--- src/rtl/mac_reduce_accumulate_if.sv ---
// Product-beat input stream and rounded-result output stream of mac_reduce_accumulate.
// master = multiply stage / result consumer side, slave = the reducer.
interface mac_reduce_accumulate_if #(
  parameter int BIT_WIDTH = 16
);
  logic                          in_valid;
  logic                          in_ready;
  logic                          in_last;
  logic signed [2*BIT_WIDTH-1:0] mul_result_0;
  logic signed [2*BIT_WIDTH-1:0] mul_result_1;
  logic signed [2*BIT_WIDTH-1:0] mul_result_2;
  logic signed [2*BIT_WIDTH-1:0] mul_result_3;
  logic signed [2*BIT_WIDTH-1:0] mul_result_4;
  logic signed [2*BIT_WIDTH-1:0] mul_result_5;
  logic                          out_valid;
  logic                          out_ready;
  logic signed [BIT_WIDTH-1:0]   out_data;
  logic                          out_sat;

  modport master (
    output in_valid, in_last,
    output mul_result_0, mul_result_1, mul_result_2,
    output mul_result_3, mul_result_4, mul_result_5,
    output out_ready,
    input  in_ready, out_valid, out_data, out_sat
  );

  modport slave (
    input  in_valid, in_last,
    input  mul_result_0, mul_result_1, mul_result_2,
    input  mul_result_3, mul_result_4, mul_result_5,
    input  out_ready,
    output in_ready, out_valid, out_data, out_sat
  );
endinterface

--- src/rtl/mac_reduce_accumulate.sv ---
// Sums six signed products per beat, accumulates a group of beats, then rounds and
// saturates to BIT_WIDTH. Define RELU_EN to clamp negative results to zero.
module mac_reduce_accumulate #(
  parameter int BIT_WIDTH = 16,
  parameter int FRAC_BITS = 8,
  parameter int ACC_WIDTH = 40
) (
  input  logic                    clk,
  input  logic                    rst_n,
  mac_reduce_accumulate_if.slave  bus
);
  localparam int PW = 2 * BIT_WIDTH;
  localparam logic signed [ACC_WIDTH-1:0] SAT_MAX =
    {{(ACC_WIDTH-BIT_WIDTH+1){1'b0}}, {(BIT_WIDTH-1){1'b1}}};
  localparam logic signed [ACC_WIDTH-1:0] SAT_MIN =
    {{(ACC_WIDTH-BIT_WIDTH+1){1'b1}}, {(BIT_WIDTH-1){1'b0}}};
  localparam logic signed [ACC_WIDTH-1:0] HALF =
    {{(ACC_WIDTH-FRAC_BITS){1'b0}}, 1'b1, {(FRAC_BITS-1){1'b0}}};

  typedef enum logic {ST_IDLE, ST_ACC} state_t;

  state_t                        state_reg, state_next;
  logic signed [PW-1:0]          prod [6];
  logic signed [ACC_WIDTH-1:0]   prod_ext [6];
  logic signed [ACC_WIDTH-1:0]   beat_sum;
  logic                          s1_valid_reg;
  logic                          s1_last_reg;
  logic signed [ACC_WIDTH-1:0]   s1_sum_reg;
  logic signed [ACC_WIDTH-1:0]   acc_reg;
  logic                          out_valid_reg;
  logic signed [BIT_WIDTH-1:0]   out_data_reg;
  logic                          out_sat_reg;
  logic                          adv;
  logic                          acc_en;
  logic                          load_out;
  logic signed [ACC_WIDTH-1:0]   acc_next;
  logic signed [ACC_WIDTH-1:0]   rnd_sum;
  logic signed [ACC_WIDTH-1:0]   rnd;
  logic signed [BIT_WIDTH-1:0]   res_data;
  logic                          res_sat;

  // A result stuck at the output freezes the whole pipe.
  assign adv           = ~(out_valid_reg & ~bus.out_ready);
  assign bus.in_ready  = adv;
  assign bus.out_valid = out_valid_reg;
  assign bus.out_data  = out_data_reg;
  assign bus.out_sat   = out_sat_reg;

  assign prod[0] = bus.mul_result_0;
  assign prod[1] = bus.mul_result_1;
  assign prod[2] = bus.mul_result_2;
  assign prod[3] = bus.mul_result_3;
  assign prod[4] = bus.mul_result_4;
  assign prod[5] = bus.mul_result_5;

  generate
    for (genvar gi = 0; gi < 6; gi++) begin : g_ext
      assign prod_ext[gi] = {{(ACC_WIDTH-PW){prod[gi][PW-1]}}, prod[gi]};
    end
  endgenerate

  always_comb begin
    beat_sum = '0;
    for (int i = 0; i < 6; i++) begin
      beat_sum = beat_sum + prod_ext[i];
    end
  end

  always_ff @(posedge clk or negedge rst_n) begin
    if (!rst_n) begin
      state_reg <= ST_IDLE;
    end else begin
      state_reg <= state_next;
    end
  end

  always_comb begin
    state_next = state_reg;
    if (acc_en) begin
      state_next = s1_last_reg ? ST_IDLE : ST_ACC;
    end
  end

  always_comb begin
    acc_en   = s1_valid_reg & adv;
    load_out = acc_en & s1_last_reg;
    acc_next = (state_reg == ST_IDLE) ? s1_sum_reg : acc_reg + s1_sum_reg;
    rnd_sum  = acc_next + HALF;
    rnd      = rnd_sum >>> FRAC_BITS;
    res_data = rnd[BIT_WIDTH-1:0];
    res_sat  = 1'b0;
    if (rnd > SAT_MAX) begin
      res_data = SAT_MAX[BIT_WIDTH-1:0];
      res_sat  = 1'b1;
    end else if (rnd < SAT_MIN) begin
      res_data = SAT_MIN[BIT_WIDTH-1:0];
      res_sat  = 1'b1;
    end
`ifdef RELU_EN
    if (rnd[ACC_WIDTH-1]) begin
      res_data = '0;
      res_sat  = 1'b0;
    end
`endif
  end

  always_ff @(posedge clk or negedge rst_n) begin
    if (!rst_n) begin
      s1_valid_reg  <= 1'b0;
      s1_last_reg   <= 1'b0;
      s1_sum_reg    <= '0;
      acc_reg       <= '0;
      out_valid_reg <= 1'b0;
      out_data_reg  <= '0;
      out_sat_reg   <= 1'b0;
    end else if (adv) begin
      s1_valid_reg <= bus.in_valid;
      if (bus.in_valid) begin
        s1_sum_reg  <= beat_sum;
        s1_last_reg <= bus.in_last;
      end
      if (acc_en) begin
        acc_reg <= acc_next;
      end
      // Clears on handshake unless a fresh result lands on the same edge.
      out_valid_reg <= load_out;
      if (load_out) begin
        out_data_reg <= res_data;
        out_sat_reg  <= res_sat;
      end
    end
  end
endmodule

--- src/flat_wrapper.sv ---
// flat-port wrapper written by rule: the top's interface ports become plain ports
module mac_reduce_accumulate_flat 
#(
  parameter int BIT_WIDTH = 16,
  parameter int FRAC_BITS = 8,
  parameter int ACC_WIDTH = 40
)
  (clk, rst_n, bus_in_valid, bus_in_last, bus_mul_result_0, bus_mul_result_1, bus_mul_result_2, bus_mul_result_3, bus_mul_result_4, bus_mul_result_5, bus_out_ready, bus_in_ready, bus_out_valid, bus_out_data, bus_out_sat);
  mac_reduce_accumulate_if #(.BIT_WIDTH(BIT_WIDTH)) bus_i ();
  input  logic clk;
  input  logic rst_n;
  input wire logic [$bits(bus_i.in_valid)-1:0] bus_in_valid;
  input wire logic [$bits(bus_i.in_last)-1:0] bus_in_last;
  input wire logic [$bits(bus_i.mul_result_0)-1:0] bus_mul_result_0;
  input wire logic [$bits(bus_i.mul_result_1)-1:0] bus_mul_result_1;
  input wire logic [$bits(bus_i.mul_result_2)-1:0] bus_mul_result_2;
  input wire logic [$bits(bus_i.mul_result_3)-1:0] bus_mul_result_3;
  input wire logic [$bits(bus_i.mul_result_4)-1:0] bus_mul_result_4;
  input wire logic [$bits(bus_i.mul_result_5)-1:0] bus_mul_result_5;
  input wire logic [$bits(bus_i.out_ready)-1:0] bus_out_ready;
  output wire logic [$bits(bus_i.in_ready)-1:0] bus_in_ready;
  output wire logic [$bits(bus_i.out_valid)-1:0] bus_out_valid;
  output wire logic [$bits(bus_i.out_data)-1:0] bus_out_data;
  output wire logic [$bits(bus_i.out_sat)-1:0] bus_out_sat;
  assign bus_i.in_valid = bus_in_valid;
  assign bus_i.in_last = bus_in_last;
  assign bus_i.mul_result_0 = bus_mul_result_0;
  assign bus_i.mul_result_1 = bus_mul_result_1;
  assign bus_i.mul_result_2 = bus_mul_result_2;
  assign bus_i.mul_result_3 = bus_mul_result_3;
  assign bus_i.mul_result_4 = bus_mul_result_4;
  assign bus_i.mul_result_5 = bus_mul_result_5;
  assign bus_i.out_ready = bus_out_ready;
  assign bus_in_ready = bus_i.in_ready;
  assign bus_out_valid = bus_i.out_valid;
  assign bus_out_data = bus_i.out_data;
  assign bus_out_sat = bus_i.out_sat;
  mac_reduce_accumulate #(.BIT_WIDTH(BIT_WIDTH), .FRAC_BITS(FRAC_BITS), .ACC_WIDTH(ACC_WIDTH)) u_core (.clk(clk), .rst_n(rst_n), .bus(bus_i));
endmodule
--- config.mk ---
export PLATFORM = sky130hd
export DESIGN_NAME = mac_reduce_accumulate_flat
export DESIGN_NICKNAME = d
export VERILOG_FILES = /design/src/rtl/mac_reduce_accumulate_if.sv /design/src/rtl/mac_reduce_accumulate.sv /design/src/flat_wrapper.sv
export SDC_FILE = /design/constraint.sdc
export NUM_CORES = 1
export LEC_CHECK = 0
export ABC_AREA = 1
export CAP_MARGIN = 20
export CORE_ASPECT_RATIO = 1.75
export CORE_MARGIN = 2
export CORE_UTILIZATION = 36
export CTS_BUF_LIST = sky130_fd_sc_hd__clkbuf_2 sky130_fd_sc_hd__clkbuf_4 sky130_fd_sc_hd__clkbuf_8
export DETAILED_ROUTE_END_ITERATION = 8
export MAX_ROUTING_LAYER = met4
export PLACE_DENSITY_LB_ADDON = 0.05
export SYNTH_ARGS = -nofsm -noshare
export SYNTH_HDL_FRONTEND = slang
export SYNTH_SLANG_ARGS = --single-unit
--- constraint.sdc ---
create_clock -name clk -period 5.72 [get_ports clk]
set_input_delay 1.716 -clock clk [delete_from_list [all_inputs] [get_ports clk]]
set_output_delay 1.716 -clock clk [all_outputs]
set_load 0.01 [all_outputs]
Word-level counts from Yosys, hierarchy flattened
Index checks and enable logic that the tools add are counted.

storage, ports and cells
  bits in registers = 101
  bits in latches = 0
  RAM bits = 0
  bits in read-only memories = 0
  bits of input ports = 197
  output and inout port bits = 19
  logic and storage cells = 31
  memories kept = 0

cells by class
  add/subtract/negate cells = 7
  $mul = 0
  div/mod/pow operators = 0
  magnitude comparators = 2
  equal/unequal tests = 0
  shifts and indexed selects = 0
  mux-type cells = 6
  bitwise operators = 5
  reductions and logical operators = 3

operators by type and width
  operator                 number
  $add A40 B32 Y40         3
  $add A40 B40 Y40         1
  $add A40 B9 Y40 const B  1
  $mux W40                 1
  $add A33 B32 Y34         1
  $add A32 B32 Y33         1
  $gt A32 B16 Y1 const B   1
  $lt A32 B16 Y1 const B   1
  $mux W16                 2
  $reduce_and A2 Y1        3
  $and A1 B1 Y1            3
  $mux W1                  3
  $not A1 Y1               2

Longest topological paths before layout
Gate-level depths: netlist of run 1.

  depth in word-level cells = 6
  depth in mapped cells = 32
  gate-level depth less buffers = 32

Worst setup path before layout of run 1
Ideal clock, no wire load.

  path kind = in2reg
  from = input bus_mul_result_2[3]
  to = register u_core.s1_sum_reg[33]
  library setup time = 0.118 ns
  data arrival time = 6.545 ns
  data required time = 5.602 ns
  slack = -0.943 ns
  cell stages on the path = 26
  buffers on the path = 0
  cell sequence = fa_1 -> ha_1 -> a21oi_1 -> nand2_1 -> nand2_1 -> nand3_1 -> a21oi_1 -> o21ai_0 -> a21boi_0 -> inv_1 -> nand2_1 -> o211ai_1 -> a21boi_0 -> o21ai_0 -> a21boi_0 -> o21ai_0 -> xor2_1 -> fa_1 -> ha_1 -> a21oi_1 -> o21ai_0 -> a211oi_1 -> o211ai_1 -> or2_2 -> nand3_1 -> nand2_1

on the way
  word-level cells in the longest chain between the ends = 4

RTL lines
  element                         RTL line                      text
  start, declared                 flat_wrapper.sv:16            input wire logic [$bits(bus_i.mul_result_2)-1:0] bus_mul_result_2;
  $add A33 B32 Y34                mac_reduce_accumulate.sv:65   beat_sum = beat_sum + prod_ext[i];
  $add A40 B32 Y40 (3 in series)  mac_reduce_accumulate.sv:65
  end signal, assigned            mac_reduce_accumulate.sv:119  s1_sum_reg <= beat_sum;
  end, declared                   mac_reduce_accumulate.sv:28   logic signed [ACC_WIDTH-1:0] s1_sum_reg;

No other way between the ends.
A chain may end at the register's enable or synchronous reset.

Final worst setup path of run 1
  from = input bus_mul_result_0[1]
  to = register u_core.s1_sum_reg[34]

on the way
  word-level cells in the longest chain between the ends = 5

RTL lines
  element                         RTL line                     text
  start, declared                 flat_wrapper.sv:14           input wire logic [$bits(bus_i.mul_result_0)-1:0] bus_mul_result_0;
  $add A32 B32 Y33                mac_reduce_accumulate.sv:65
  $add A33 B32 Y34                mac_reduce_accumulate.sv:65
  $add A40 B32 Y40 (3 in series)  mac_reduce_accumulate.sv:65

No other way between the ends.

==> results of run 1 <==
[cell type report]
class	count	area, µm²
Sequential cell	101	2529
Clock buffer	9	123.9
Antenna cell	3	7.507
Timing Repair Buffer	441	3880
Multi-Input combinational cell	1709	11750
Inverter	333	1257
Tap cell	495	619.3
Clock inverter	7	77.57
Fill cell	4028	19560
[cells by family after synthesis]
family / after synthesis / synth area share
compound gates: 290 / 0.1109
buf+inv: 365 / 0.09694
flops: 101 / 0.1748
xor+xnor: 66 / 0.03999
fa+ha+maj: 207 / 0.2311
simple gates: 1146 / 0.3462
[through the flow]
step,setup slack (ns),instances
2_1_floorplan,-0.4690,2175
3_5_place_dp,-1.525,3042
5_1_grt,-0.7230,3098
6_report,-0.4762,3098
3_3_place_gp,-1.488,3042
4_1_cts,-0.4604,3079
[cell usage in the layout, fill, tap and decap left out, types with 5 or more instances in the layout]
cell type        Yosys  routed
clkdlybuf4s50_1      0     187
o21ai_1              9      20
nand2_2             33      53
xor2_1              50      35
nor2_1             168     155
a31oi_1             14      12
a21oi_2             11      33
xnor2_1             16      12
xor2_2               0      15
o21ai_4              0       6
ha_4                 0      30
a21oi_4              1      11
buf_6                1      24
or2_2               37      33
nor2_2              22      30
a21oi_1            115      83
nand2_1            680     652
nor3_1              13      12
o21ai_2              1      16
a21boi_2             0       5
nand4_1             26      26
buf_2                7      12
buf_4                1     203
fa_2                 0       8
inv_1              317     300
a21o_1               7       7
ha_1               107      77
nand3_1            131     124
nor2_4               6      11
dfrtp_1            101     100
clkbuf_8             0       9
nand3_2             12      19
nand3b_1             7       7
inv_2               15      29
fa_1               100      92
nand2_4              3      10
o21ai_0            108      76
clkbuf_2             0       5
[power by group]
group	switching (W)	total [W]	internal (W)	leakage, nW
Clock	0.000315	0.000487	0.000172	0.0979
Combinational	0.00686	0.0120	0.00516	8.77
Sequential	0.000285	0.00136	0.00107	1.19
Total	0.00746	0.0139	0.00640	10.1
[worst min-delay path: cells and delay by family, from the launching register on]
family             cells  cell delay [ns]
DFF                    1             0.36
and+or+nand+nor        1             0.05
AOI/OAI and AO/OA      1             0.06
[final timing paths]
kind	startpoint	endpoint
max	bus_mul_result_0[1]	u_core.s1_sum_reg[34]
min	u_core.bus.out_data[15]	u_core.bus.out_data[15]
max reg2reg	u_core.s1_sum_reg[0]	u_core.bus.out_data[3]
min reg2reg	u_core.bus.out_data[15]	u_core.bus.out_data[15]
max in group asynchronous	rst_n	u_core.s1_sum_reg[23]
min in group asynchronous	rst_n	u_core.acc_reg[1]
[layer usage]
layer	global-route usage	wire [µm]	up-vias
li1	-	-	7725
met1	0.2409	18100	6774
met2	0.4591	25810	314
met3	0.02282	1320	113
met4	0.1279	2812	0
met5	-	0	-
[synthesized netlist by cell type (33+ instances only)]
cell type / instances
inv_1: 317
nand2_2: 33
nand2_1: 680
or2_2: 37
o21ai_0: 108
nand3_1: 131
a21oi_1: 115
ha_1: 107
xor2_1: 50
fa_1: 100
nor2_1: 168
dfrtp_1: 101
[timing repair]
item	in CTS	in global routing
hold buffers	0	0
endpoints found under the hold margin	0	0
setup endpoints to repair	26	25
buffers inserted	24	17
pin swaps	118	100
resized for setup	245	99
==> impl_metrics.yaml, run 1 <==
outcome:
  status: "finished, violations left"
  violations: "setup timing"
worst_setup_path:
  r2r_setup_slack_ns: 1.18
  cp_top_family: "adder cells"
  crit_slowest_cell: "fa_1"
  ff2ff_path_depth: 26
  crit_cells: 34
  crit_arrival_ns: 6.48
  worstPathRequired_ns: 6.00
  endpoint_kind: "flip-flop"
  cp_max_fo: 4
  cp_slowest_stage_delay_ns: 0.58
  critical_path.startpoint_type: "input port"
  criticalPathCategory: "in -> reg"
  path_buf_inv: 4
  cpMostUsedCell: "nand2_1"
detailed_routing:
  routedWlPerCell_um: 15.51
  firstDrtPassIters: 5
  routed_wl_um: 48040
  drc: 0
  ant_nets: 0
  vias: 14926
  drt_iter0_drc: 545
  via_per_inst: 4.818
synthesis:
  syn_avg_cell_area_um2: 6.646
  synth_edf_count: 0
  yosysTopAreaCell: "nand2_1"
  dominantRegCellSynth: "dfrtp_1"
  synth_top_area_share: 0.1766
  ys_seq_elements: 101
  synth_nets: 2579
  async_flop_share: 1.000
  synth_cell_types: 47
  yosysWarnings: 0
  ys_seq_area_frac: 0.1748
  ys_top_cells_by_area: "nand2_1 (18%), dfrtp_1 (17%), fa_1 (14%)"
  netlist_area_um2: 14460
  syn_inst: 2175
floorplanning:
  ioPinCount: 216
  dieArea_um2: 41840
  core_area_um2: 39810
  row_count: 97
  fp.dieH_um: 269.1
  initial_core_util: 0.3631
  die_w_um: 155.5
cells_and_area:
  layout-drive-gt1-share: 0.2319
  area_growth_pct: 40.07
  fin_util: 0.5086
  fin_area_um2: 20250
  nets: 2999
cts:
  clockRootBuffer: "clkbuf_8"
  cts_num_sinks: 101
  clk_pin_slew_ns: 0.11
  cts-buffers-inserted: 9
  htreeDepth: 3
  clk_latency_ns: 0.43
  cts_tree: "built"
  clock_path_buffers: 2
min_path:
  min_path_cells: 2
  min_path_type: "reg -> reg"
grt:
  grt_overflow: 0
  grt_pass1_vias: 15491
  grt_pass1_wl_um: 77160
  grt_use_total: 0.2413
  grt_max_degree: 67
  antenna_found_initial: 3
timing:
  fin_crit_sh: 1.083
  maxSlewViolCount: 0
  finalSetupViolCount: 19
  max_freq_mhz: 161.4
  finalCriticalPeriod_ns: 6.196
  worst_slack_ns: -0.4762
  rsz0062_at_grt: "true"
  relSlewSlack: 0.3554
  fin_setup_tns_ns: -4.975
  worstMarginPinSlew_ns: 0.9658
  skew_ns: 0.01974
  hold_violations: 0
  hold_slack_ns: 0.4981
pwr:
  power.density_nw_per_um2: 684.8
  p_leak_nw: 10.06
  power.total_w: 0.01387
  ir_drop_mv: 0.2148
placement:
  dpl.hpwl_um: 40950
  place_congestion: 0.9790
  place_area_um2: 18690
  port_buffers: 215
flow_run:
  maxCapViolCount: 0
(Power assumes the default switching activity.)
==> run 2: changes to the inputs <==
--- a/config.mk
+++ b/config.mk
@@ -8,7 +8,6 @@
 export ABC_AREA = 1
 export CAP_MARGIN = 20
 export CORE_ASPECT_RATIO = 1.75
-export CORE_MARGIN = 2
 export CORE_UTILIZATION = 36
 export CTS_BUF_LIST = sky130_fd_sc_hd__clkbuf_2 sky130_fd_sc_hd__clkbuf_4 sky130_fd_sc_hd__clkbuf_8
 export DETAILED_ROUTE_END_ITERATION = 8
==> run 2 against run 1 <==
Via count shrank 0.16%; register-to-register slack worse by 0.29 ns; final cell count is 0.39% lower; combinational power is essentially flat; fmax shrank 0.55%; critical path type unchanged; the flow still finishes with violations (setup timing); sequential power about the same; sequential share of layout area increased by 0.097 points; largest power group unchanged; cell area decreased by 0.77%; non-clock buffer count fell by 6; routed wire length fell by 0.71%; hold slack worse by 0.0040 ns; core utilization grew 0.13 points.
==> impl_metrics.yaml, run 2 (synthesis results as in run 1) <==
outcome:
  status: "finished, violations left"
  violations: "setup timing"
cts:
  clk_latency_ns: 0.42
  htreeDepth: 3
  hold_buffers: 0
  clock_path_buffers: 2
  cts_num_sinks: 101
  clk_pin_slew_ns: 0.10
  cts-buffers-inserted: 9
  cts_tree: "built"
  clockRootBuffer: "clkbuf_8"
placement:
  port_buffers: 215
  place_area_um2: 18670
  place_congestion: 0.9975
  dpl.hpwl_um: 40640
  place_inst: 3037
worst_setup_path:
  criticalPathCategory: "in -> reg"
  worstPathRequired_ns: 5.99
  endpoint_kind: "flip-flop"
  path_buf_inv: 8
  cp_max_fo: 3
  crit_slowest_cell: "fa_1"
  crit_arrival_ns: 6.50
  cp_top_family: "adder cells"
  critical_path.startpoint_type: "input port"
  cp_slowest_stage_delay_ns: 0.57
pwr:
  ir_drop_mv: 0.1968
  power.density_nw_per_um2: 679.5
  power_frac_seq: 0.100
  p_leak_nw: 10.03
  switching_share: 0.5397
  clockPowerShare: 0.038
  pwr-share-comb: 0.862
  power.total_w: 0.01365
  p_int_w: 0.006283
  netSwitchingPower_w: 0.007367
cells_and_area:
  finalNonFillerCells: 3086
  nets: 2993
  area_growth_pct: 38.99
  fillers: 4007
  fin_area_um2: 20090
  layout-drive-gt1-share: 0.2232
  layout_commonest_cell: "nand2_1"
  mostFrequentLayoutCells: "nand2_1 (650), inv_1 (306), buf_4 (204), clkdlybuf4s50_1 (187), nor2_1 (157)"
detailed_routing:
  via_per_inst: 4.829
  routedWlPerCell_um: 15.46
  firstDrtPassIters: 5
  routed_wl_um: 47700
  drt_iter0_drc: 476
  ant_nets: 0
  vias: 14902
  drc: 0
grt:
  grt_max_degree: 67
  grt_pass1_wl_um: 76250
  antenna_found_initial: 2
  grt_use_total: 0.2453
  grt_pass1_vias: 15396
  grt_overflow: 0
timing:
  max_freq_mhz: 160.5
  skew_ns: 0.01386
  maxSlewViolCount: 0
  worst_slack_ns: -0.5108
  relSlewSlack: 0.3042
  finalSetupViolCount: 19
  worstMarginPinSlew_ns: 1.036
  finalCriticalPeriod_ns: 6.231
  rsz0062_at_grt: "true"
  fin_crit_sh: 1.089
  hold_violations: 0
  fin_setup_tns_ns: -6.152
min_path:
  min_path_type: "reg -> reg"
floorplanning:
  core_area_um2: 39400
  dieArea_um2: 40990
  fp.dieH_um: 267.1
  row_count: 96
  ioPinCount: 216
  die_w_um: 153.5
  initial_core_util: 0.3669
flow_run:
  maxCapViolCount: 0
[run 2: worst register-to-register path, stage by stage, from the launching register on]
cell     delay (ns)
dfrtp_1        0.42
ha_1           0.26
fa_1           0.45
nand3_1        0.13
nand3_2        0.11
nand2_1        0.10
nand2_1        0.14
nand2_1        0.09
nand2_1        0.07
nand2_1        0.06
nand2_1        0.11
inv_1          0.10
ha_1           0.18
nand3_1        0.14
nor2_2         0.29
nand3_1        0.32
nor2_2         0.26
nand4_1        0.13
or2_1          0.25
xor2_1         0.59
inv_2          0.09
nand2_4        0.24
nand2_1        0.10
a21oi_1        0.14
[run 2: timing repair]
item,in CTS,in global routing
gates resized for setup,167,145
pin swaps,69,93
setup buffers,16,15
endpoints found under the setup margin,26,25
[run 2: per-stage QoR]
| step | hold WS [ns] | setup slack (ns) | util |
|---|---|---|---|
| 6_report | 0.4941 | -0.5108 | 0.5099 |
| 5_1_grt | 0.5377 | -0.7334 | 0.5099 |
| 4_1_cts | 0.4980 | -0.4543 | 0.4918 |
| 3_5_place_dp | 0.4718 | -1.583 | 0.4739 |
| 3_3_place_gp | 0.4658 | -1.431 | 0.4739 |
| 2_1_floorplan | 0.4492 | -0.4690 | - |
[run 2: layout make-up]
class,instances,area [µm²],area share
inverter,333,1257,0.06259
multi-input combinational,1709,11680,0.5812
clock inverter,5,63.81,0.003176
timing repair buffer,435,3794,0.1888
tap,490,613.1,0.03052
clock buffer,11,151.4,0.007536
antenna,2,5.005,0.0002491
sequential,101,2529,0.1259
[run 2: path summary, 6_finish.rpt]
check / start / to / slack [ns] / cells after the start
min: u_core.s1_last_reg / u_core.s1_last_reg / 0.49 / 2
max in group asynchronous: rst_n / u_core.s1_sum_reg[31] / 3.74 / 2
max: bus_mul_result_2[1] / u_core.s1_sum_reg[34] / -0.51 / 29
max reg2reg: u_core.s1_sum_reg[0] / u_core.bus.out_data[4] / 0.89 / 23
min in group asynchronous: rst_n / u_core.bus.out_data[0] / 1.13 / 1
min reg2reg: u_core.s1_last_reg / u_core.s1_last_reg / 0.49 / 2
[run 2: power by group through the flow]
stage	sequential, W	combinational [W]	clock [W]
final	0.00136	0.0118	0.000521
after global routing	0.00141	0.0132	0.000564
after CTS	0.00136	0.0109	0.000542
after detailed placement	0.00138	0.0104	0
after global placement	0.00136	0.0103	0
after floorplan	0.00128	0.00691	0
[run 2: routing by layer]
metal | share of wire | routed length (µm) | up-vias | track usage
met3 | 0.025 | 1203 | 101 | 0.01909
met1 | 0.38 | 18260 | 6775 | 0.2480
met2 | 0.54 | 25690 | 322 | 0.4690
met4 | 0.053 | 2545 | 0 | 0.1259
li1 | - | - | 7704 | -
met5 | 0 | 0 | - | -
==> run 3: changes to the inputs <==
==> constraint.sdc (replaced) <==
create_clock -name clk -period 5.72 [get_ports clk]
set_input_delay 1.716 -clock clk [delete_from_list [all_inputs] [get_ports clk]]
set_output_delay 1.716 -clock clk [all_outputs]
set_load 0.1 [all_outputs]
==> run 3 against run 2 <==
The run still ends with setup timing left; register-to-register slack gained 0.06 ns; final cell count grew 0.23%; critical path depth grew 2.
==> impl_metrics.yaml, run 3 (synthesis results as in run 1) <==
outcome:
  status: "finished, violations left"
  violations: "setup timing"
pwr:
  switching_share: 0.5553
  netSwitchingPower_w: 0.007715
  p_int_w: 0.006180
  ir_drop_mv: 0.2549
  p_leak_nw: 10.03
  power.total_w: 0.01390
  power.density_nw_per_um2: 693.9
  clockPowerShare: 0.038
  power_frac_seq: 0.098
  pwr-share-comb: 0.864
worst_setup_path:
  crit_arrival_ns: 6.43
  cp_slowest_stage_delay_ns: 0.58
  ff2ff_path_depth: 25
  crit_slowest_cell: "fa_1"
  r2r_start: "u_core.acc_reg[0]"
  path_buf_inv: 5
  endpoint_kind: "flip-flop"
  critical_path.startpoint_type: "input port"
  r2r-end: "u_core.bus.out_data[4]"
  cp_top_family: "adder cells"
  r2r_setup_slack_ns: 0.95
  cpMostUsedCell: "nand2_1"
  worstPathRequired_ns: 5.98
  cp_max_fo: 4
  criticalPathCategory: "in -> reg"
floorplanning:
  fp.dieH_um: 267.1
  ioPinCount: 216
  die_w_um: 153.5
  dieArea_um2: 40990
  row_count: 96
  core_area_um2: 39400
  initial_core_util: 0.3669
detailed_routing:
  vias: 14979
  routedWlPerCell_um: 15.64
  drt_iter0_drc: 605
  firstDrtPassIters: 5
  routed_wl_um: 48380
  drc: 0
  via_per_inst: 4.843
  ant_nets: 0
grt:
  grt_pass1_vias: 15356
  use_met1: 0.2471
  grt.busiest_layer: "met2"
  antenna_found_initial: 1
  grt_use_total: 0.2458
  grt_pass1_wl_um: 76260
  grt_overflow: 0
  grt_max_degree: 71
  grtUsageMet3: 0.02201
  use_met2: 0.4722
cts:
  htreeDepth: 3
  cts_tree: "built"
  cts-buffers-inserted: 9
  clock_path_buffers: 2
  clockRootBuffer: "clkbuf_8"
  hold_buffers: 0
  cts_num_sinks: 101
  clk_latency_ns: 0.42
  clk_pin_slew_ns: 0.10
timing:
  hold_violations: 0
  maxSlewViolCount: 0
  relSlewSlack: 0.3182
  worst_slack_ns: -0.4505
  worstMarginPinSlew_ns: 1.020
  max_freq_mhz: 162.1
  skew_ns: 0.01942
  finalSetupViolCount: 18
  fin_crit_sh: 1.079
  finalCriticalPeriod_ns: 6.171
  rsz0062_at_grt: "true"
min_path:
  min_path_type: "reg -> reg"
  hold_path_end: "u_core.bus.out_data[15]"
  min_path_cells: 2
  hp-start: "u_core.bus.out_data[15]"
cells_and_area:
  layout_commonest_cell: "nand2_1"
  layout-drive-gt1-share: 0.2233
  fin_util: 0.5083
  mostFrequentLayoutCells: "nand2_1 (654), inv_1 (304), buf_4 (220), clkdlybuf4s50_1 (186), nor2_1 (157)"
  area_growth_pct: 38.54
  finalNonFillerCells: 3093
  nets: 3001
placement:
  port_buffers: 215
  place_inst: 3044
  place_congestion: 0.9608
  pre_cts_ws_ns: -1.508
  dpl.hpwl_um: 40890
flow_run:
  maxCapViolCount: 0
-- run 3: power groups by stage --
| stage | logic [W] | registers (W) | clock network (W) |
|---|---|---|---|
| 2_1_floorplan | 0.00692 | 0.00166 | 0 |
| 3_3_place_gp | 0.0108 | 0.00137 | 0 |
| 3_5_place_dp | 0.0108 | 0.00138 | 0 |
| 4_1_cts | 0.0115 | 0.00136 | 0.000543 |
| 5_1_grt | 0.0134 | 0.00141 | 0.000563 |
| 6_report | 0.0120 | 0.00137 | 0.000524 |
-- run 3: how the worst max path moves through the flow --
stage / startpoint / end / slack, ns / cells after the start
after CTS: bus_mul_result_2[1] / u_core.s1_sum_reg[34] / -0.47 / 33
final: bus_mul_result_1[1] / u_core.s1_sum_reg[34] / -0.45 / 31
after floorplan: bus_mul_result_0[3] / u_core.s1_sum_reg[33] / -0.47 / 26
after global placement: bus_mul_result_2[7] / u_core.s1_sum_reg[37] / -1.44 / 28
after global routing: bus_mul_result_1[7] / u_core.s1_sum_reg[34] / -0.76 / 31
after detailed placement: bus_mul_result_2[5] / u_core.s1_sum_reg[34] / -1.51 / 30
-- run 3: layout make-up --
cell class / count / area [µm²]
fill: 4025 / 19370
multi-input combinational: 1709 / 11590
timing repair buffer: 443 / 3814
sequential: 101 / 2529
inverter: 333 / 1260
tap: 490 / 613.1
clock buffer: 10 / 137.6
clock inverter: 6 / 81.33
antenna: 1 / 2.502
-- run 3: worst reg2reg max path, cell delays in order, from the launching register on --
cell,delay [ns]
dfrtp_1,0.41
ha_1,0.27
fa_1,0.46
nand3_1,0.13
nand3_2,0.14
nand2_1,0.11
nand2_1,0.17
nand2_1,0.11
nand2_1,0.05
nand2_1,0.05
nand2_1,0.10
inv_1,0.09
ha_1,0.19
nand3_1,0.13
nor2_2,0.30
nand3_4,0.19
nor2_4,0.27
nand3_1,0.11
nand2_1,0.10
nand2_1,0.06
nor2_1,0.08
nand2_1,0.09
nor2_1,0.16
nand3_2,0.19
a21oi_4,0.54
a21oi_1,0.14
-- run 3: metrics by stage --
step                area, µm²  hold slack, ns  setup TNS (ns)
floorplan               14640          0.4492          -5.327
global placement        18720          0.4662          -28.68
detailed placement      18720          0.4721          -30.47
CTS                     19590          0.4985          -5.483
global route            20030          0.5256          -10.62
finish                  20030          0.4923          -4.862
-- run 3: what timing repair did --
action                                  4_1_cts  5_1_grt
setup buffers                                24        9
resized for setup                           197       99
pin swaps                                    93       91
endpoints found under the setup margin       26       24
-- run 3: metal layers --
metal / vias up / part of all wire
met4: 0 / 0.050
li1: 7728 / -
met2: 311 / 0.54
met1: 6846 / 0.38
met5: - / 0
met3: 94 / 0.026
